<file path="src/rtl/store_alignment_unit_pkg.sv">
// Store-op encodings, FSM state type and store-size helpers shared by the store path.
// The optional split-store behaviour is selected by defining RV_STORE_SPLIT_EN.
`ifndef STORE_OP_WIDTH
`define STORE_OP_WIDTH 2
`endif
`ifndef STORE_OP_SB
`define STORE_OP_SB 2'd0
`endif
`ifndef STORE_OP_SH
`define STORE_OP_SH 2'd1
`endif
`ifndef STORE_OP_SW
`define STORE_OP_SW 2'd2
`endif

package store_alignment_unit_pkg;

    localparam int unsigned OP_W = `STORE_OP_WIDTH;

    typedef logic [OP_W-1:0] store_op_t;

    localparam store_op_t OP_SB = `STORE_OP_SB;
    localparam store_op_t OP_SH = `STORE_OP_SH;
    localparam store_op_t OP_SW = `STORE_OP_SW;

    typedef enum logic [1:0] {
        ST_IDLE   = 2'd0,
        ST_ISSUE  = 2'd1,
        ST_ISSUE2 = 2'd2
    } state_e;

    function automatic logic op_known(input store_op_t op);
        return (op == OP_SB) || (op == OP_SH) || (op == OP_SW);
    endfunction

    // Architectural alignment rule: halfwords need an even address, words a multiple of four.
    function automatic logic op_misaligned(input store_op_t op, input logic [1:0] off);
        return ((op == OP_SH) && off[0]) || ((op == OP_SW) && (off != 2'b00));
    endfunction

endpackage

</file>
<file path="src/rtl/store_alignment_unit_lane_shift.sv">
// store_lane_shift: positions store data and byte strobes across an 8-lane (two-word) window.
// Lanes 7:4 are non-zero only when the store crosses into the next word.
module store_lane_shift
    import store_alignment_unit_pkg::*;
(
    input  logic [`STORE_OP_WIDTH-1:0] op_i,
    input  logic [1:0]                 off_i,
    input  logic [31:0]                data_i,
    output logic [7:0]                 strb_o,
    output logic [63:0]                wdata_o
);

    logic [3:0]  base_strb;
    logic [31:0] masked_data;

    always_comb begin
        base_strb   = 4'b0000;
        masked_data = 32'h0000_0000;
        case (op_i)
            OP_SB: begin
                base_strb   = 4'b0001;
                masked_data = {24'h00_0000, data_i[7:0]};
            end
            OP_SH: begin
                base_strb   = 4'b0011;
                masked_data = {16'h0000, data_i[15:0]};
            end
            OP_SW: begin
                base_strb   = 4'b1111;
                masked_data = data_i;
            end
            default: ;
        endcase
    end

    assign strb_o  = {4'b0000, base_strb} << off_i;
    assign wdata_o = {32'h0000_0000, masked_data} << {off_i, 3'b000};

endmodule

</file>
<file path="src/rtl/store_alignment_unit.sv">
// store_alignment_unit: turns SB/SH/SW requests into word-aligned strobed memory writes.
// Define RV_STORE_SPLIT_EN to split word-crossing stores into two writes instead of faulting.
module store_alignment_unit
    import store_alignment_unit_pkg::*;
(
    input  logic                       clk,
    input  logic                       resetn,
    input  logic                       req_valid,
    output logic                       req_ready,
    input  logic [`STORE_OP_WIDTH-1:0] req_op,
    input  logic [31:0]                req_addr,
    input  logic [31:0]                req_data,
    output logic                       mem_valid,
    input  logic                       mem_ready,
    output logic [31:0]                mem_addr,
    output logic [31:0]                mem_wdata,
    output logic [3:0]                 mem_wstrb,
    output logic                       done,
    output logic                       misaligned
);

    state_e      state_q, state_d;
    logic        mem_valid_q, mem_valid_d;
    logic [31:0] mem_addr_q, mem_addr_d;
    logic [31:0] mem_wdata_q, mem_wdata_d;
    logic [3:0]  mem_wstrb_q, mem_wstrb_d;
    logic        done_q, done_d;
    logic        misal_q, misal_d;

    logic [7:0]  shift_strb;
    logic [63:0] shift_data;
    logic        req_fire;
    logic        req_known;
    logic        req_misal;
    logic        req_fault;

    store_lane_shift u_lane_shift (
        .op_i    (req_op),
        .off_i   (req_addr[1:0]),
        .data_i  (req_data),
        .strb_o  (shift_strb),
        .wdata_o (shift_data)
    );

    assign req_ready = (state_q == ST_IDLE);
    assign req_fire  = req_valid & req_ready;
    assign req_known = op_known(req_op);
    assign req_misal = op_misaligned(req_op, req_addr[1:0]);

`ifdef RV_STORE_SPLIT_EN
    // Upper-word half of a crossing store, replayed in ISSUE2.
    logic [3:0]  hi_strb_q, hi_strb_d;
    logic [31:0] hi_data_q, hi_data_d;
    logic        unused_misal;

    assign req_fault    = 1'b0;
    assign unused_misal = req_misal;

    always_ff @(posedge clk or negedge resetn) begin
        if (!resetn) begin
            hi_strb_q <= 4'b0000;
            hi_data_q <= 32'h0000_0000;
        end else begin
            hi_strb_q <= hi_strb_d;
            hi_data_q <= hi_data_d;
        end
    end
`else
    logic unused_hi;

    assign req_fault = req_misal;
    assign unused_hi = ^{shift_strb[7:4], shift_data[63:32]};
`endif

    always_ff @(posedge clk or negedge resetn) begin
        if (!resetn) begin
            state_q     <= ST_IDLE;
            mem_valid_q <= 1'b0;
            mem_addr_q  <= 32'h0000_0000;
            mem_wdata_q <= 32'h0000_0000;
            mem_wstrb_q <= 4'b0000;
            done_q      <= 1'b0;
            misal_q     <= 1'b0;
        end else begin
            state_q     <= state_d;
            mem_valid_q <= mem_valid_d;
            mem_addr_q  <= mem_addr_d;
            mem_wdata_q <= mem_wdata_d;
            mem_wstrb_q <= mem_wstrb_d;
            done_q      <= done_d;
            misal_q     <= misal_d;
        end
    end

    always_comb begin
        state_d = state_q;
        case (state_q)
            ST_IDLE: begin
                if (req_fire && req_known && !req_fault) begin
                    state_d = ST_ISSUE;
                end
            end
            ST_ISSUE: begin
                if (mem_ready) begin
`ifdef RV_STORE_SPLIT_EN
                    state_d = (hi_strb_q != 4'b0000) ? ST_ISSUE2 : ST_IDLE;
`else
                    state_d = ST_IDLE;
`endif
                end
            end
`ifdef RV_STORE_SPLIT_EN
            ST_ISSUE2: begin
                if (mem_ready) begin
                    state_d = ST_IDLE;
                end
            end
`endif
            default: state_d = ST_IDLE;
        endcase
    end

    always_comb begin
        mem_valid_d = mem_valid_q;
        mem_addr_d  = mem_addr_q;
        mem_wdata_d = mem_wdata_q;
        mem_wstrb_d = mem_wstrb_q;
        done_d      = 1'b0;
        misal_d     = 1'b0;
`ifdef RV_STORE_SPLIT_EN
        hi_strb_d   = hi_strb_q;
        hi_data_d   = hi_data_q;
`endif
        case (state_q)
            ST_IDLE: begin
                if (req_fire) begin
                    if (req_known && !req_fault) begin
                        mem_valid_d = 1'b1;
                        mem_addr_d  = {req_addr[31:2], 2'b00};
                        mem_wstrb_d = shift_strb[3:0];
                        mem_wdata_d = shift_data[31:0];
`ifdef RV_STORE_SPLIT_EN
                        hi_strb_d   = shift_strb[7:4];
                        hi_data_d   = shift_data[63:32];
`endif
                    end else begin
                        // Unknown ops finish silently; known ops here are alignment faults.
                        done_d  = 1'b1;
                        misal_d = req_known;
                    end
                end
            end
            ST_ISSUE: begin
                if (mem_ready) begin
`ifdef RV_STORE_SPLIT_EN
                    if (hi_strb_q != 4'b0000) begin
                        mem_addr_d  = mem_addr_q + 32'd4;
                        mem_wstrb_d = hi_strb_q;
                        mem_wdata_d = hi_data_q;
                    end else begin
                        mem_valid_d = 1'b0;
                        done_d      = 1'b1;
                    end
`else
                    mem_valid_d = 1'b0;
                    done_d      = 1'b1;
`endif
                end
            end
`ifdef RV_STORE_SPLIT_EN
            ST_ISSUE2: begin
                if (mem_ready) begin
                    mem_valid_d = 1'b0;
                    done_d      = 1'b1;
                end
            end
`endif
            default: ;
        endcase
    end

    assign mem_valid  = mem_valid_q;
    assign mem_addr   = mem_addr_q;
    assign mem_wdata  = mem_wdata_q;
    assign mem_wstrb  = mem_wstrb_q;
    assign done       = done_q;
    assign misaligned = misal_q;

endmodule

</file>
<file path="config.mk">
export PLATFORM = sky130hd
export DESIGN_NAME = store_alignment_unit
export DESIGN_NICKNAME = d
export VERILOG_FILES = /design/src/rtl/store_alignment_unit_pkg.sv /design/src/rtl/store_alignment_unit_lane_shift.sv /design/src/rtl/store_alignment_unit.sv
export SDC_FILE = /design/constraint.sdc
export NUM_CORES = 1
export LEC_CHECK = 0
export BUFFER_PORTS_ARGS = -buffer_cell sky130_fd_sc_hd__buf_4
export CORE_ASPECT_RATIO = 1.4
export CORE_UTILIZATION = 35
export CTS_CLUSTER_DIAMETER = 100
export CTS_CLUSTER_SIZE = 14
export DETAILED_ROUTE_END_ITERATION = 16
export SYNTH_ARGS = -nofsm -noshare
export SYNTH_HDL_FRONTEND = slang
export SYNTH_SLANG_ARGS = --single-unit
</file>
<file path="constraint.sdc">
create_clock -name clk -period 2.6 [get_ports clk]
set_input_delay 0.26 -clock clk [delete_from_list [all_inputs] [get_ports clk]]
set_output_delay 0.26 -clock clk [all_outputs]
set_load 0.02 [all_outputs]
</file>
# Word level (Yosys, flattened, before mapping)
# Index checks and enable logic that the tools add are counted.
classes:
  n_eq_ne: 7
  n_shift: 2
  n_mux: 16
  n_bitwise: 1
  n_reduce_logical: 16
ops:
  columns: ["operator", "n"]
  rows:
  - ["32-bit case mux with 3 select lines", 1]
  - ["32-bit by 5-bit left shift with 32-bit output", 1]
  - ["4-bit case mux with 3 select lines", 1]
  - ["1-bit 2-to-1 mux", 9]
  - ["2-bit by 1-bit != test with 1-bit output, second input constant", 3]
  - ["1-bit logical AND", 5]
  - ["2-bit by 1-bit == test with 1-bit output, second input constant", 2]
  - ["2-bit logical NOT", 2]
  - ["2-bit 2-to-1 mux", 2]
  - ["1-bit case mux with 2 select lines", 2]
  - ["2-bit case mux with 2 select lines", 1]
  - ["4-bit AND reduction", 1]
  - ["2-bit nonzero test", 2]
  - ["4-bit by 2-bit left shift with 4-bit output", 1]
  - ["1-bit logical OR", 3]
  - ["3-bit AND reduction", 1]
  - ["2-bit == test, second input constant", 1]
  - ["2-bit != test, second input constant", 1]
  - ["2-bit AND reduction", 1]
  - ["1-bit bitwise AND", 1]
  - ["1-bit logical NOT", 1]
totals:
  reg_bits: 71
  in_bits: 70
  output_inout_bits: 72
  elab_cells: 49

# Logic depth before layout (Yosys ltp)
depth:
  ltp_word: 8
  depth_mapped: 8

# Modules after synthesis
# A second synthesis with hierarchy kept.
hier_totals:
  hier_cells: 312
  hier_area_um2: 3811.2
by_module_without_submodules:
  columns: ["module", "instances", "cells_per_inst", "area_per_inst_um2", "seq_area_each_um2"]
  rows:
  - ["store_alignment_unit", 1, 160, 2717.6, 1751.7]
  - ["store_lane_shift", 1, 152, 1093.5, 0.0]

# Least setup slack after synthesis
# OpenSTA, ideal clock, no wires.
synth_timing:
  kind: "input to register"
  start: "input req_op[0]"
  end: "register mem_wdata_q[30], in the netlist mem_wdata[30]"
  setup_ns: 0.087
  arrival_time_ns: 1.854
  required_time_ns: 2.513
  setup_slack_ns: 0.658
  cell_stages: 7
  path_buffers: 2
  cell_sequence: "ha_1 -> buf_6 -> or3b_4 -> a211o_4 -> buf_6 -> or3_1 -> o211ai_1"
synth_between:
  elab_chain_cells: 6
  elab_cells_between_ends: 13
  classes_between: "2 x eq/ne; 1 x shift; 1 x mux; 9 x reduce/logical"
synth_rtl:
  columns: ["element", "line_no", "source"]
  rows:
  - ["start, declared", "store_alignment_unit.sv:10", "input logic [`STORE_OP_WIDTH-1:0] req_op,"]
  - ["parallel branches: the longest is 6 deep, another holds 32-bit case mux with 3 select lines", null, null]
  - ["end signal, assigned", "store_alignment_unit.sv:88", "mem_wdata_q <= mem_wdata_d;"]
  - ["end, declared", "store_alignment_unit.sv:25", "logic [31:0] mem_wdata_q, mem_wdata_d;"]
# Parallel ways; which one is timed is not known.
# A chain may end at the register's enable or synchronous reset.

# Worst setup path in the final report
layout_timing:
  start: "input req_op[0]"
  end: "register mem_wdata_q[6], in the netlist mem_wdata[6]"
# The elaborated chain is that of the path after synthesis.

==> results.sh <==
export IMPL_status="complete, no violations"
export IMPL_fmax_ghz=0.501
export IMPL_drv_slew=0
export IMPL_vias=2885
export IMPL_hpwl_microns=6770
export IMPL_hold_viol_final=0
export IMPL_required_ns=2.86
export IMPL_cp_end_kind="register"
export IMPL_cts_hold_buf=0
export IMPL_synth_compound_area_share_pct=16.2
export IMPL_switchingPower_uw=1240
export IMPL_power_frac_clock_pct=32.2
export IMPL_synth_area_sq_mm=0.00318
export IMPL_fill_cells=852
export IMPL_comb_power_share_pct=30.0
export IMPL_cts_root_buf="clkbuf_16"
export IMPL_grt_pass1_vias=2812
export IMPL_synth_simple_area_share_pct=19.5
export IMPL_postCtsSetupBuffers=0
export IMPL_h_tree_depth=3
export IMPL_worst_r2r_setup_slack_ns=0.63
export IMPL_antenna_cells=0
export IMPL_design_die_area_sq_mm=0.00947
export IMPL_path_buf_inv=1
export IMPL_min_path_type="in -> async"
export IMPL_arrival_ns=2.25
export IMPL_total_power_uw=3810
export IMPL_clock_latency_ns=0.33
export IMPL_finalCritPeriodShare_pct=76.7
export IMPL_preCtsSetupSlack_ns=0.267
export IMPL_power_frac_seq_pct=37.8
export IMPL_yosysWarnings=0
export IMPL_first_pass_iters=4
export IMPL_grt_ovfl_total=0
export IMPL_rows=40
export IMPL_tritoncts="done"
export IMPL_cp_max_fo=52
export IMPL_cts_max_path_buffers=2
export IMPL_min_period_ns=1.99
export IMPL_p_per_area_mw_per_mm2=833
export IMPL_synth_edff_count=0
export IMPL_cap_violations=0
export IMPL_yosysUniqueCellTypes=36
export IMPL_die_x_microns=82.6
export IMPL_synth_xor_area_share_pct=0
export IMPL_avgSynthCellArea_sq_um=9.69
export IMPL_synth_adder_area_share_pct=1.97
export IMPL_power_internal_uw=2570
export IMPL_worstPathCellList="buf_4, ha_1, or3b_4, a211o_4, nor3_4, a22o_1"
export IMPL_path_depth=6
export IMPL_nets=534
export IMPL_grt_pass1_wl_microns=14100
export IMPL_max_slew_margin_rel_pct=40.5
export IMPL_syn_to_final_growth_pct=43.8
export IMPL_place_area_sq_mm=0.00428
export IMPL_start_util_pct=36.5
export IMPL_die_h_microns=115
export IMPL_drt_initial_drc_count=106
export IMPL_final_setup_worst_slack_ns=0.606
export IMPL_clkTransAtPathRegs_ns=0.06
export IMPL_pin_count=142
export IMPL_ant_nets=0
export IMPL_antenna_found_initial=0
export IMPL_wl_per_cell_microns=15.9
export IMPL_start_kind="primary input"
export IMPL_cts_buffers=9
export IMPL_netlist_instances=328
export IMPL_switching_share_pct=32.6
export IMPL_gp_congestion=0.814
export IMPL_tns_ns=0
export IMPL_muxShareOfSynthArea_pct=2.83
export IMPL_core_sq_mm=0.00871
export IMPL_viasPerCell=5.08
export IMPL_synth_top_area_cell="dfrtp_1"
export IMPL_synth_seq_cells=70
export IMPL_drc=0
export IMPL_hold_slack_ns=0.0551
export IMPL_power_leakage_uw=0.00237
export IMPL_path_delay_family="simple AND/OR/NAND/NOR gates"
export IMPL_worst_slew_pin_slew_ns=0.886
export IMPL_portBuffers=139
export IMPL_crit_type="in -> reg"
export IMPL_synth_flop_cell="dfrtp_1"
export IMPL_final_area_sq_mm=0.00457
export IMPL_wl_microns=9030
export IMPL_cpPeakStageDelay_ns=0.49
export IMPL_rsz0062_at_grt="no"
export IMPL_async_flop_share_pct=100
export IMPL_grtUsageTotal_pct=20.1
export IMPL_irDropWorstVdd_mv=0.494
export IMPL_crit_slowest_cell="a211o_4"
export IMPL_synth_area_leaders="dfrtp_1 55%, nand2_1 13%, mux2i_1 2.8%"
export IMPL_reg2reg_depth=4
export IMPL_clock_sinks=70
export IMPL_fin_worst_skew_ns=0.00706
export IMPL_seq_area_frac_synth_pct=55.1
export IMPL_grt_max_degree=71
export IMPL_layout_drive_gt1_share_pct=35.4
export IMPL_setup_viol=0
export IMPL_synth_top_area_share_pct=55.1
export IMPL_cts_resized=0
export IMPL_synth_top_family_by_area="simple AND/OR/NAND/NOR gates"
flip-flops by register name (all words and copies together), names as in the netlist:
name and flops:
state_q 1, mem_wstrb 4, mem_wdata 32, done 1, misaligned 1, mem_addr 30, mem_valid 1
worst paths after layout:
kind                         startpoint      endpoint
hold / removal                   resetn   mem_addr[7]
hold reg to reg            mem_addr[28]  mem_addr[28]
max in group asynchronous        resetn  mem_wdata[9]
min in group clk           req_addr[20]  mem_addr[20]
setup / recovery              req_op[0]  mem_wdata[6]
setup reg to reg             state_q[0]  mem_wdata[6]
placed cells by master (no fill, tap or decap), drive strengths merged, types with 2 or more instances in the layout:
cell type  synthesis  routed
nor2              10      10
o211ai             8       8
a211oi             2       2
a32oi              8       8
clkinv             0       2
inv                5       7
dfrtp             70      70
a21o               2       2
conb               1       2
mux2i              9       9
nor3               3       3
clkbuf            11      10
o21ai             11      11
or3               10      10
o21a               2       2
a2bb2oi            8       8
ha                 5       5
nor2b              2       2
a21oi              9       9
buf               13     143
a22o               8       8
nand2            114     114
a22oi              8       8
power groups by stage:
stage / clock network, uW / registers, uW / logic, uW
final: 1230 / 1440 / 1140
after global routing: 1300 / 1470 / 1240
after CTS: 1250 / 1440 / 1160
after detailed placement: 0 / 1460 / 1160
after global placement: 0 / 1460 / 1140
after floorplan: 0 / 1720 / 315
per-stage QoR:
stage,instances,utilization (%)
after floorplan,329,-
final,568,52.5
after detailed placement,553,49.1
after global routing,568,52.5
after CTS,568,52.5
after global placement,553,49.1
Yosys cell counts (9+ instances only):
master,number
or3_1,10
dfrtp_1,70
a21oi_1,9
clkbuf_1,11
o21ai_0,11
nor2_1,10
mux2i_1,9
nand2_1,114
kinds of logic (layout without fill, tap and decap cells):
logic type	Yosys count	count (layout)
and+or+nand+nor	145	145
DFF	70	70
adders and majority gates	5	5
buffers and inverters	29	163
muxes	9	9
other	1	2
AOI/OAI and AO/OA	69	69
routing by layer:
metal	routed length, microns	GRT usage [%]	up-vias
met5	0	0	-
met4	269	8.74	0
met3	536	3.89	18
met2	4820	36.0	103
met1	3400	22.7	1379
li1	-	-	1385
cell type report:
| cell class | count | area [sq um] | area share (%) |
|---|---|---|---|
| flip-flops and latches | 70 | 1750 | 38.3 |
| multi-input cells | 230 | 1300 | 28.5 |
| well taps | 105 | 131 | 2.87 |
| clock buffers | 10 | 239 | 5.23 |
| clock inverters | 5 | 57.6 | 1.26 |
| inverters | 5 | 18.8 | 0.410 |
| repair buffers | 143 | 1070 | 23.5 |
Note: power is estimated with default switching activity, not from simulation.
